## config.mk

```make
export PLATFORM = sky130hd
export DESIGN_NAME = fetch_unit_pipelined
export DESIGN_NICKNAME = d
export VERILOG_FILES = /design/src/rtl/fetch_unit_pipelined.sv
export SDC_FILE = /design/constraint.sdc
export NUM_CORES = 1
export LEC_CHECK = 0
export BUFFER_PORTS_ARGS = -buffer_cell sky130_fd_sc_hd__buf_4
export CORE_AREA = 2 2 239 241
export DETAILED_ROUTE_END_ITERATION = 10
export DIE_AREA = 0 0 241 243
export HOLD_SLACK_MARGIN = 0.1
export PLACE_DENSITY = 0.9
export SYNTH_ARGS = -nofsm -noshare
export SYNTH_HDL_FRONTEND = slang
export SYNTH_SLANG_ARGS = --single-unit
export TNS_END_PERCENT = 100
```

## constraint.sdc

```tcl
create_clock -name clock -period 13.6 [get_ports clock]
set_input_delay 1.36 -clock clock [delete_from_list [all_inputs] [get_ports clock]]
set_output_delay 1.36 -clock clock [all_outputs]
set_load 0.005 [all_outputs]
```

## src/rtl/fetch_unit_pipelined.sv

```systemverilog
// Front-end fetch stage: one outstanding icache block request, JAL predecode,
// and a circular fetch queue feeding the instruction buffer.
module fetch_unit_pipelined #(
    parameter int          FETCH_WIDTH = 4,
    parameter int          FQ_DEPTH    = 4,
    parameter logic [31:0] RESET_PC    = 32'h0000_0000
) (
    input  logic                             clock,
    input  logic                             reset_n,
    input  logic                             redirect_valid,
    input  logic [31:0]                      redirect_pc,
    output logic                             icache_req_valid,
    input  logic                             icache_req_ready,
    output logic [31:0]                      icache_req_addr,
    input  logic                             icache_resp_valid,
    input  logic [FETCH_WIDTH*32-1:0]        icache_resp_data,
    output logic                             fb_valid,
    input  logic                             fb_ready,
    output logic [FETCH_WIDTH*64-1:0]        fb_insts,
    output logic [FETCH_WIDTH-1:0]           fb_insts_valid,
    output logic [$clog2(FQ_DEPTH+1)-1:0]    fq_count
);
    localparam int          PW        = $clog2(FQ_DEPTH);
    localparam int          CW        = $clog2(FQ_DEPTH+1);
    localparam logic [31:0] BLK_BYTES = 32'(FETCH_WIDTH*4);
    localparam logic [31:0] LANE_MASK = 32'(FETCH_WIDTH-1);
    localparam logic [6:0]  OP_JAL    = 7'b1101111;

    typedef enum logic [1:0] {S_REQ, S_WAIT, S_DROP} state_t;

    state_t                  state_q, state_d;
    logic [31:0]             pc_q, pc_d;
    logic                    req_valid_q, req_valid_d;
    logic [PW-1:0]           head_q, head_d, tail_q, tail_d;
    logic [CW-1:0]           count_q, count_d;

    logic [FETCH_WIDTH*32-1:0] fq_data_q [FQ_DEPTH];
    logic [31:0]               fq_base_q [FQ_DEPTH];
    logic [FETCH_WIDTH-1:0]    fq_mask_q [FQ_DEPTH];

    logic [31:0]             pc_aligned, lane_off, next_pc;
    logic [FETCH_WIDTH-1:0]  lane_valid;
    logic                    handshake, enq, deq;

    function automatic logic [PW-1:0] ptr_inc(input logic [PW-1:0] p);
        return (p == PW'(FQ_DEPTH-1)) ? '0 : p + PW'(1);
    endfunction

    assign pc_aligned       = pc_q & ~(BLK_BYTES - 32'd1);
    assign lane_off         = (pc_q >> 2) & LANE_MASK;
    assign icache_req_valid = req_valid_q;
    assign icache_req_addr  = pc_aligned;

    // Lanes before the entry offset and after the first taken JAL are masked off.
    always_comb begin : predecode
        logic        blocked;
        logic [31:0] imm;
        blocked    = 1'b0;
        imm        = '0;
        lane_valid = '0;
        next_pc    = pc_aligned + BLK_BYTES;
        for (int i = 0; i < FETCH_WIDTH; i++) begin
            imm = {{12{icache_resp_data[32*i+31]}}, icache_resp_data[32*i+12 +: 8],
                   icache_resp_data[32*i+20], icache_resp_data[32*i+21 +: 10], 1'b0};
            if (32'(i) >= lane_off && !blocked) begin
                lane_valid[i] = 1'b1;
                if (icache_resp_data[32*i +: 7] == OP_JAL) begin
                    blocked = 1'b1;
                    next_pc = pc_aligned + 32'(4*i) + imm;
                end
            end
        end
    end

    // req_valid_q is only ever set alongside S_REQ, so it doubles as the state qualifier.
    assign handshake = req_valid_q & icache_req_ready;
    assign enq       = (state_q == S_WAIT) && icache_resp_valid && !redirect_valid;
    assign deq       = fb_valid && fb_ready && !redirect_valid;

    always_comb begin
        state_d = state_q;
        pc_d    = pc_q;
        head_d  = head_q;
        tail_d  = tail_q;
        case (state_q)
            S_REQ:          if (handshake) state_d = S_WAIT;
            S_WAIT, S_DROP: if (icache_resp_valid) state_d = S_REQ;
            default:        state_d = S_REQ;
        endcase
        if (enq) begin
            pc_d   = next_pc;
            tail_d = ptr_inc(tail_q);
        end
        if (deq) head_d = ptr_inc(head_q);
        count_d = count_q + CW'(enq) - CW'(deq);
        if (redirect_valid) begin
            pc_d    = redirect_pc;
            head_d  = '0;
            tail_d  = '0;
            count_d = '0;
            if (state_q == S_REQ) state_d = handshake ? S_DROP : S_REQ;
            else                  state_d = icache_resp_valid ? S_REQ : S_DROP;
        end
        req_valid_d = (state_d == S_REQ) && (count_d < CW'(FQ_DEPTH));
    end

    always_ff @(posedge clock) begin
        if (!reset_n) begin
            state_q     <= S_REQ;
            pc_q        <= RESET_PC;
            req_valid_q <= 1'b0;
            head_q      <= '0;
            tail_q      <= '0;
            count_q     <= '0;
        end else begin
            state_q     <= state_d;
            pc_q        <= pc_d;
            req_valid_q <= req_valid_d;
            head_q      <= head_d;
            tail_q      <= tail_d;
            count_q     <= count_d;
        end
    end

    always_ff @(posedge clock) begin
        if (reset_n && enq) begin
            fq_data_q[tail_q] <= icache_resp_data;
            fq_base_q[tail_q] <= pc_aligned;
            fq_mask_q[tail_q] <= lane_valid;
        end
    end

    assign fb_valid       = (count_q != '0);
    assign fq_count       = count_q;
    assign fb_insts_valid = fb_valid ? fq_mask_q[head_q] : '0;

    always_comb begin
        fb_insts = '0;
        for (int i = 0; i < FETCH_WIDTH; i++)
            fb_insts[64*i +: 64] = {fq_data_q[head_q][32*i +: 32], fq_base_q[head_q] + 32'(4*i)};
    end
endmodule

```

# Word level (Yosys, flattened, before mapping)
# Memory sizes are Yosys's and may differ from the RTL's. A register that Yosys moved wholly into a read port is not among the register bits.
# Index checks and enable logic that the tools add are counted.
[op_classes] magnitude_cmp=5 n_shift=0 reduce_logical=19 n_eq_ne=8 n_bitwise=2 n_addsub=15 div=0 mux=39 n_mul=0
[ops] cell="32-bit 2-to-1 mux" count=10
[ops] cell="32-bit adder" count=4
[ops] cell="32-bit by 4-bit adder with 32-bit output (second input constant)" count=4
[ops] cell="32-bit by 3-bit adder with 32-bit output (second input constant)" count=2
[ops] cell="32-bit by 5-bit adder with 32-bit output (second input constant)" count=1
[ops] cell="7-bit == test (second input constant)" count=4
[ops] cell="2-bit 2-to-1 mux" count=14
[ops] cell="1-bit 2-to-1 mux" count=12
[ops] cell="1-bit logical AND" count=9
[ops] cell="2-bit == test (second input constant)" count=3
[ops] cell="2-bit by 1-bit adder with 2-bit output (second input constant)" count=2
[ops] cell="1-bit by 2-bit greater-or-equal comparator with 1-bit output (first input constant)" count=2
[ops] cell="2-bit greater-or-equal comparator (first input constant)" count=2
[ops] cell="1-bit logical NOT" count=4
[ops] cell="2-bit logical NOT" count=2
[ops] cell="4-bit 2-to-1 mux" count=1
[ops] cell="2-bit one-hot mux with 2 select lines" count=1
[ops] cell="2-bit OR reduction" count=2
[ops] cell="3-bit by 1-bit adder with 3-bit output" count=1
[ops] cell="3-bit < comparator (second input constant)" count=1
[ops] cell="3-bit 2-to-1 mux" count=1
[ops] cell="3-bit nonzero test" count=1
[ops] cell="3-bit by 1-bit subtractor with 3-bit output" count=1
[ops] cell="2-bit by 1-bit == test with 1-bit output (second input constant)" count=1
[ops] cell="other kinds (3)" count=3
[totals] mem_bits_rw=640 ff_bits=42 memories=3 out_inout_bits=297 latch_bits=0 romBits=0
[memory_table] memory="fq_data_q" words=4 width=128 read_ports=1 rd_clocked_by_memory_dff=1 write_ports=1 line="37" source="logic [FETCH_WIDTH*32-1:0] fq_data_q [FQ_DEPTH];"
[memory_table] memory="fq_base_q" words=4 width=28 read_ports=1 rd_clocked_by_memory_dff=1 write_ports=1 line="38" source="logic [31:0] fq_base_q [FQ_DEPTH];"
[memory_table] memory="fq_mask_q" words=4 width=4 read_ports=1 rd_clocked_by_memory_dff=1 write_ports=1 line="39" source="logic [FETCH_WIDTH-1:0] fq_mask_q [FQ_DEPTH];"

# Logic depth before layout (Yosys ltp)
[depth] word_depth=14 mapped_depth=14 mapped_depth_nobuf=14

# Least setup slack after synthesis
# No wires, ideal clock.
[synth_timing] path_type="input to register" startpoint="input reset_n" endpoint="memory fq_base_q[1][0] (netlist bit) (enable)" stages=3 t_arrival_ns=5.581 path_slack_ns=7.479 required_ns=13.060 path_cell_list="clkbuf_1 clkbuf_1 and3_1"
[synth_via] elab_chain_cells=3
[synth_lines] item="from (decl)" line="9" source="input logic reset_n,"
[synth_lines] item="1-bit logical AND" line="126" source="if (reset_n && enq) begin"
[synth_lines] item="1-bit 2-to-1 mux" line="126"
[synth_lines] item="1-bit 2-to-1 mux (not written as such)" line="128" source="fq_base_q[tail_q] <= pc_aligned;"
[synth_lines] item="to (decl)" line="38"
# No other way between the ends.

==> run metrics <==
mean routed wirelength per cell 27.6 um; critical path peak fanout 48; # H-tree levels 3; hold depth 2; Yosys Warn Count 0; CTS Hold Bufs 0; Post-synth ARST share 0%; status finished clean; num ports 463; complex-gate fraction of the synthesized area 10.2%; met2 wire len 46900 um; cell mode on critical path buf_4; Syn Area/Cell 14.6 um^2; Yosys cell types 89; min-delay worst type reg -> reg; drt first-iter violations 2310; highest metal used met5; Starting Density 59.4%; delay of the slowest critical-path stage 850 ps; Rel. slew slack 26.2%; CP delay by family, top buffers and inverters; adder-cell share of the synthesized area 4.74%; R2R setup slack 9610 ps; fmax 227 MHz; Post-Syn Area 0.0332 mm^2; unrepaired setup endpoints after global routing false; most frequent cells in the layout edfxtp_1 (640), buf_4 (478), mux4_2 (160), a21oi_1 (132), ha_1 (121); clk_skew 24.5 ps; CTS root buf clkbuf_16; CP max-delay cell buf_4; routed wire length 94900 um; met3 wire length 9770 um; DRC violations left 0; GRT overflow 0; Post-Synth XOR/XNOR Area 2.69%; area added between synthesis and finish 17.0%; wire length on met1 35000 um; total power 4.71 mW; max cap viols 0; Lkg Pwr 14.2 nW; Skew-Pair Late Insertion Delay 610 ps; Rows 87; Seq/Total Area, Yosys 60.4%; buffers and inverters on the worst path 2; CTS Buf Count 70; post-synthesis mux area share 11.1%; critical path arrival 3040 ps; CTS Sinks 682; Post-synth EDFFs 640; postcts setup bufs 0; WP data required 12240 ps; VDD IR max 0.116 mV; Final Wtd Congestion 1.02; number of cells upsized or downsized after cts 0; Final Cycle Share 32.4%; Final Hold Vio Count 0; final setup TNS 0 ps; vias in the first global route 22200; Worst Slack Setup Final 9200 ps; crit start category flip-flop; largest net degree at the start of global routing 92; Final Max Slew Viols 0; endpoints failing setup 0; Core Util, Final 69.5%; Synth Register Bits 682; Fin Hold WS 492 ps; Total GRT Usage 32.2%; most common cell after layout, fill and taps aside edfxtp_1; Placement Setup Slack 8770 ps; Min-Delay Startpoint head_q[1]; Die Y 243 um; Clk pin slew, worst setup/hold paths 50 ps; DR vias 22300; core area 0.0560 mm^2; WS Path Type reg -> out; FF-to-FF Start pc_q[6]; Total Nets Final 2917; worst r2r dst pc_q[20]; fin crit period 4400 ps; CP Capture Type output port; DIE WIDTH 241 um; Post-Synth Simple-Gate Area 6.35%; first-pass GRT wire length 139000 um; largest family of logic cells by synthesized area multiplexers; Die Area 0.0586 mm^2; I/O Buffers 440; ANT nets after route 0; PD cells 121 mW/mm^2; R2R cell count 11; Final HPWL DP 64000 um; CTS tree built; DR pass1 iterations 6; Synth Instances 2275; Most used DFF post-synth edfxtp_1; Via density 6.47; share of layout cells above drive strength 1 28.9%; CTS max path bufs 3; antenna violations before repair 3; worst path cell trace buf_4 > mux4_2 > buf_4; Worst Max-Slew Pin Slew 1110 ps
==> cells by family after synthesis <==
| group | Yosys count |
|---|---|
| AOI/OAI and AO/OA | 510 |
| xor gates and xnor gates | 102 |
| adders and majority gates | 124 |
| buffers and inverters | 265 |
| DFF | 682 |
| muxes | 167 |
| other | 2 |
| and+or+nand+nor | 423 |
==> worst min-delay path, cell delays in order (launching register included) <==
cell and delay, ps:
dfxtp_1 320, nand2_1 50, a21oi_1 70
==> state kept, by name, summed over array words and instances (netlist names), named ones only <==
name and flops:
fq_mask_q 16, head_q 2, fq_count 3, pc_q 30, fq_data_q 512, state_q 2, tail_q 2, fq_base_q 112
icache_req_valid 1
==> worst max path at each step <==
| stage | to | slack, ps | depth (start not counted) |
|---|---|---|---|
| 6_report | fb_insts[77] | 9200 | 3 |
| 5_1_grt | fb_insts[77] | 8970 | 3 |
| 4_1_cts | fb_insts[77] | 9090 | 3 |
| 3_5_place_dp | fq_data_q[2][48] | 8770 | 7 |
| 3_3_place_gp | fq_data_q[2][47] | 8770 | 7 |
| 2_1_floorplan | fq_base_q[1][0] | 7480 | 3 |
==> power by group <==
| group | switching (mW) | leakage [nW] | internal [mW] |
|---|---|---|---|
| Combinational | 0.255 | 6.94 | 0.178 |
| Clock | 0.812 | 1.12 | 1.14 |
| Sequential | 0.0242 | 6.14 | 2.30 |
| Total | 1.09 | 14.2 | 3.62 |
==> metrics by stage <==
step / cell area (um^2) / cells
after floorplan: 33300 / 2293
after global placement: 36500 / 3311
after detailed placement: 36500 / 3311
after CTS: 38900 / 3437
after global routing: 38900 / 3437
final: 38900 / 3439
==> cells in the mapped netlist (all sizes together), types with 9 or more instances <==
cell type	number	area share (%)
ha	121	4.6
clkbuf	49	0.55
nor2	118	1.3
buf	168	3.4
o21ai	98	1.5
xnor2	65	1.7
nand4	16	0.30
a21o	59	1.3
and3	27	0.51
nand2b	16	0.30
nand2	98	1.1
mux4	160	11
inv	48	0.54
o21a	24	0.54
a31oi	13	0.24
o211ai	25	0.57
edfxtp	640	58
a21oi	134	2.0
or3	18	0.34
nand3	40	0.60
dfxtp	42	2.5
a211oi	41	0.97
o21bai	11	0.25
xor2	37	0.98
nor2b	16	0.30
nor3	31	0.47
and2	12	0.23
o22ai	9	0.17
==> layer usage <==
metal,track usage (%),vias up
met4,10.5,6
li1,-,9576
met5,0,-
met3,7.49,225
met2,53.1,1318
met1,42.4,11100
==> cell type report <==
class,count,area (um^2)
Sequential cell,682,20100
Fill cell,3657,17100
Multi-Input combinational cell,1346,11700
Timing Repair Buffer,479,3610
Clock buffer,77,1780
Tap cell,756,946
Clock inverter,49,539
Inverter,48,180
Antenna cell,2,5.00
(Power assumes the default switching activity.)
